`config.mk`:
```
export PLATFORM = sky130hd
export DESIGN_NAME = mem_arbiter
export DESIGN_NICKNAME = d
export VERILOG_FILES = /design/src/rtl/mem_arbiter.sv
export SDC_FILE = /design/constraint.sdc
export NUM_CORES = 1
export LEC_CHECK = 0
export CORE_ASPECT_RATIO = 1.75
export CORE_UTILIZATION = 42
export CTS_BUF_LIST = sky130_fd_sc_hd__clkbuf_4 sky130_fd_sc_hd__clkbuf_8
export DETAILED_ROUTE_END_ITERATION = 8
export PLACE_DENSITY = 0.82
export SKIP_LAST_GASP = 1
export SYNTH_ARGS = -nofsm -noshare
export SYNTH_HDL_FRONTEND = slang
export SYNTH_SLANG_ARGS = --single-unit
export TNS_END_PERCENT = 30
```
`constraint.sdc`:
```
create_clock -name clk -period 2.2 [get_ports clk]
set_input_delay 0.33 -clock clk [delete_from_list [all_inputs] [get_ports clk]]
set_output_delay 0.33 -clock clk [all_outputs]
set_load 0.01 [all_outputs]
```
`src/rtl/mem_arbiter.sv`:
```
// mem_arbiter: shares one single-port unified memory between instruction
// fetch and the load/store data port. One transaction in flight at a time,
// fixed read latency MEM_LAT (1..15).
// Optional feature macro: ARB_RR_EN. When it is defined, conflicts are settled
// round-robin. When it is undefined, data has priority and a starvation guard
// applies.
module mem_arbiter #(
  parameter int MEM_LAT    = 2,
  parameter int STARVE_MAX = 4,
  parameter int AW         = 32
) (
  input  logic          clk,
  input  logic          rst,
  input  logic          if_req,
  input  logic [AW-1:0] if_addr,
  output logic          if_gnt,
  output logic          if_valid,
  output logic [31:0]   if_rdata,
  input  logic          d_req,
  input  logic          d_we,
  input  logic [AW-1:0] d_addr,
  input  logic [31:0]   d_wdata,
  output logic          d_gnt,
  output logic          d_valid,
  output logic [31:0]   d_rdata,
  output logic          mem_en,
  output logic          mem_we,
  output logic [AW-1:0] mem_addr,
  output logic [31:0]   mem_wdata,
  input  logic [31:0]   mem_rdata,
  output logic [1:0]    arb_state,
  output logic          last_owner
);

  typedef enum logic [1:0] {IDLE = 2'b00, ISSUE = 2'b01, WAIT = 2'b10, RESP = 2'b11} state_t;

  state_t          state_q;
  logic [3:0]      lat_q, lat_d;
  logic            txn_we_q;      // current transaction is a store
  logic            owner_q;       // 0=fetch, 1=data; also the current winner
  logic            if_gnt_q, d_gnt_q, if_valid_q, d_valid_q;
  logic            mem_en_q, mem_we_q;
  logic [AW-1:0]   mem_addr_q;
  logic [31:0]     mem_wdata_q, if_rdata_q, d_rdata_q;
  logic            data_win_d;
`ifndef ARB_RR_EN
  logic [3:0]      starve_q, starve_d;
`endif

  // Pick the winner for a grant made from IDLE and the next latency count.
  always_comb begin
    data_win_d = 1'b0;
    lat_d      = lat_q - 4'd1;
`ifdef ARB_RR_EN
    // On conflict the port that did not own the last grant wins.
    data_win_d = d_req && (!if_req || !owner_q);
`else
    starve_d   = '0;
    data_win_d = d_req && (!if_req || starve_q != 4'(STARVE_MAX));
    // Count data grants that overtook a waiting fetch; anything else clears.
    if (if_req && data_win_d)
      starve_d = (starve_q == 4'(STARVE_MAX)) ? starve_q : starve_q + 4'd1;
`endif
  end

  // Arbitration FSM; every output is a register updated here.
  always_ff @(posedge clk) begin
    if (!rst) begin
      state_q     <= IDLE;
      lat_q       <= '0;
      txn_we_q    <= 1'b0;
      owner_q     <= 1'b0;
      if_gnt_q    <= 1'b0;
      d_gnt_q     <= 1'b0;
      if_valid_q  <= 1'b0;
      d_valid_q   <= 1'b0;
      mem_en_q    <= 1'b0;
      mem_we_q    <= 1'b0;
      mem_addr_q  <= '0;
      mem_wdata_q <= '0;
      if_rdata_q  <= '0;
      d_rdata_q   <= '0;
`ifndef ARB_RR_EN
      starve_q    <= '0;
`endif
    end else begin
      // Pulses default low and are raised only for the cycle that needs them.
      if_gnt_q   <= 1'b0;
      d_gnt_q    <= 1'b0;
      if_valid_q <= 1'b0;
      d_valid_q  <= 1'b0;
      mem_en_q   <= 1'b0;
      mem_we_q   <= 1'b0;
      case (state_q)
        IDLE: begin
`ifndef ARB_RR_EN
          starve_q <= starve_d;
`endif
          if (if_req || d_req) begin
            state_q     <= ISSUE;
            owner_q     <= data_win_d;
            if_gnt_q    <= !data_win_d;
            d_gnt_q     <= data_win_d;
            mem_en_q    <= 1'b1;
            mem_we_q    <= data_win_d && d_we;
            txn_we_q    <= data_win_d && d_we;
            mem_addr_q  <= data_win_d ? d_addr : if_addr;
            mem_wdata_q <= data_win_d ? d_wdata : '0;
          end
        end
        ISSUE: begin
          if (MEM_LAT == 1) begin
            state_q <= RESP;
            if (owner_q) begin
              d_valid_q <= 1'b1;
              if (!txn_we_q) d_rdata_q <= mem_rdata;
            end else begin
              if_valid_q <= 1'b1;
              if_rdata_q <= mem_rdata;
            end
          end else begin
            state_q <= WAIT;
            lat_q   <= 4'(MEM_LAT - 1);
          end
        end
        WAIT: begin
          // Leave when the count reaches zero so valid lands MEM_LAT cycles after gnt.
          lat_q <= lat_d;
          if (lat_d == 4'd0) begin
            state_q <= RESP;
            if (owner_q) begin
              d_valid_q <= 1'b1;
              if (!txn_we_q) d_rdata_q <= mem_rdata;
            end else begin
              if_valid_q <= 1'b1;
              if_rdata_q <= mem_rdata;
            end
          end
        end
        default: state_q <= IDLE;  // RESP: valid is showing this cycle
      endcase
    end
  end

  assign if_gnt     = if_gnt_q;
  assign d_gnt      = d_gnt_q;
  assign if_valid   = if_valid_q;
  assign d_valid    = d_valid_q;
  assign if_rdata   = if_rdata_q;
  assign d_rdata    = d_rdata_q;
  assign mem_en     = mem_en_q;
  assign mem_we     = mem_we_q;
  assign mem_addr   = mem_addr_q;
  assign mem_wdata  = mem_wdata_q;
  assign arb_state  = state_q;
  assign last_owner = owner_q;

endmodule

```
==> results <==
## logic make-up (layout without fill, tap and decap cells)
family | Yosys count | count (layout) | synth area share [%]
mux | 98 | 98 | 17.3
flops | 146 | 146 | 51.4
compound gates | 83 | 83 | 9.89
simple gates | 172 | 172 | 14.2
fa+ha+maj | 7 | 7 | 1.54
xor+xnor | 2 | 2 | 0.308
buf+inv | 49 | 317 | 5.39
## state kept, by name, summed over array words and instances (netlist names), 2 cells and up
signal,cells
arb_state,2
d_rdata,32
if_rdata,32
lat_q,4
mem_addr,32
mem_wdata,32
starve_q,4
## per-layer routing
layer | part of all wire, % | global-route usage [%]
met4 | 2.0 | 8.45
met2 | 51 | 40.0
met1 | 39 | 22.9
met5 | 0 | 0
met3 | 8.4 | 7.89
## worst paths after layout
path | startpoint | endpoint | slack, ns | cells past startpoint
hold reg to reg | mem_addr[10] | mem_addr[10] | 0.46 | 2
setup reg to reg | lat_q[0] | d_rdata[14] | 0.08 | 7
setup / recovery | lat_q[0] | d_rdata[14] | 0.08 | 7
hold / removal | rst | starve_q[0] | 0.26 | 2
## where the power goes
part           leakage [nW]  switching, mW  internal, mW
logic                  1.88          0.882          1.01
registers              1.19          0.191          2.94
clock network         0.178           1.09         0.926
## final cells by class
cell class | count | area [um^2] | share of cell area [%]
Tap cell | 171 | 214 | 2.42
Clock buffer | 17 | 234 | 2.65
Clock inverter | 14 | 145 | 1.64
Sequential cell | 146 | 2920 | 33.1
Timing Repair Buffer | 278 | 2820 | 31.9
Inverter | 8 | 30.0 | 0.340
Multi-Input combinational cell | 362 | 2470 | 27.9
## critical path, stage by stage (launching register included)
cell and delay, ns:
dfxtp_1 0.42, inv_1 0.07, ha_1 0.28, o21ai_2 0.20, a32oi_1 0.19, nor3b_4 0.38
clkbuf_16 0.28, mux2i_1 0.22
## cell usage in the layout (no fill, tap or decap), types with 5 or more instances in the layout
cell / synthesis / final
a22o_1: 33 / 32
clkinvlp_4: 0 / 5
nand2_1: 110 / 110
dfxtp_1: 146 / 146
ha_1: 7 / 7
nor2b_1: 35 / 35
inv_1: 8 / 8
inv_6: 0 / 5
nor2_1: 7 / 7
o21ai_0: 36 / 36
clkbuf_8: 0 / 17
mux2i_1: 98 / 98
clkdlybuf4s50_1: 0 / 268
and2_1: 7 / 5
## timing repair
item | CTS | global route
endpoints found under the setup margin | 0 | 4
buffers inserted | 0 | 0
gates resized for setup | 0 | 1
hold buffers | 0 | 0
==> metrics.md <==
| Metric | Value |
|---|---|
| N_diodes | 0 |
| FP Rows | 55 |
| Vias after detailed routing | 4899 |
| Maximum number of pins on one net before global-route repair | 107 |
| Async SR Flop Fraction | 0% |
| Startpoint type of the worst setup path | flip-flop |
| Layout cell share with drive strength beyond 1 | 5.94% |
| Library cell used as clock root buffer | clkbuf_8 |
| Syn-to-layout area delta | 55.5% |
| Final design utilization | 67.6% |
| Final routed DRC violation total | 0 |
| Sequential cell area fraction in the yosys report | 51.4% |
| Placed cell area | 8430 um^2 |
| GRT Util Overall | 21.9% |
| Detail Route Antenna Nets | 0 |
| Library cell with the highest instance count after synthesis | dfxtp_1 |
| Status | complete, no violations |
| Post-synthesis register bit count | 146 |
| Cell area after technology mapping | 5680 um^2 |
| Arrival time at the worst endpoint | 2.48 ns |
| Hold/Removal Path Class | primary input to flip-flop |
| Via count of the first global-routing pass | 4915 |
| Data required time of the worst path | 2.56 ns |
| Synthesized area divided by synthesized cell count | 10.2 um^2 |
| Per-cell via count in the routed design | 4.92 |
| Cells after Synth | 557 |
| Static leakage power | 3.24 nW |
| Skew-Pair Late Insertion Delay | 0.44 ns |
| Clock-pin slew on the worst setup and hold paths | 0.09 ns |
| Final wirelength | 15500 um |
| Category of the worst setup path capture point | flip-flop |
| Most area-hungry cell type in the Yosys netlist | dfxtp_1 |
| Critical path start-end classification | flip-flop to flip-flop |
| TritonCTS clock tree | built |
| Number of different library cells in the post-synthesis netlist | 33 |
| Period utilisation layout | 96.6% |
| Warning count from the yosys run | 0 |
| Die area | 14000 um^2 |
| Number of cells in the design after placement | 964 |
| Leftover overflow at the end of global routing | 0 |
| Design Area, Final | 8840 um^2 |
| Transition time of the tightest slew-check pin | 0.411 ns |
| Synth area leaders | dfxtp_1 (51%), mux2i_1 (17%), nand2_1 (7.3%) |
| Max-capacitance violation count | 0 |
| Total of fill cells in the finished design | 998 |
| Final Slew Violations | 0 |
| HPWL after detailed placement | 11300 um |
| Chip Height | 156 um |
| Number of nets in the synthesized netlist | 697 |
| RSZ-0062 raised after global routing | true |
| Global-route wire length before repair | 24300 um |
| Time the worst path needs with I/O delays and setup | 2.12 ns |
| Total design power | 7.04 mW |
| Most used DFF post-synth | dfxtp_1 |
| Maximum number of buffers from clock root to sink | 2 |
| Tightest hold margin | 0.258 ns |
| Final TNS setup | 0 ns |
| Maximum clock frequency | 471 MHz |
| RePlAce Congestion | 0.834 |
| Count of buffers from port buffering | 269 |
| Setup Skew | 0.0155 ns |
| Cts bufs inserted | 17 |
| Initial drt markers | 161 |
| Finish-stage setup viols | 0 |
| Antenna violations before repair | 0 |
| Non-filler instance count after layout | 996 |
| Horizontal extent of the die | 89.9 um |
| Top post-synthesis cells by count | dfxtp_1 (146), nand2_1 (110), mux2i_1 (98) |
| NumNets Final | 953 |
| Starting Density | 43.5% |
| Worst voltage drop across the vdd grid | 657 uV |
| Routed wirelength normalized by instance count | 15.6 um |
| Count of pins on the block boundary | 270 |
| Max-slew headroom at the worst pin | 72.6% |
| Largest fanout on the critical path | 16 |
| Worst-case setup slack after placement | 0.143 ns |
| Iteration count of the initial detailed-routing pass | 4 |
| Core footprint | 13100 um^2 |
| Final-report hold violation count | 0 |
| Final Worst Setup Slack | 0.0756 ns |
| Fraction of synthesized cell area taken by the top area cell type | 51.4% |
| Level count of the clock H-tree | 4 |
| Power Density | 797 nW/um^2 |
| EDFF count, synth | 0 |
| Clock sinks | 146 |
Note: power is estimated with default switching activity, not from simulation.
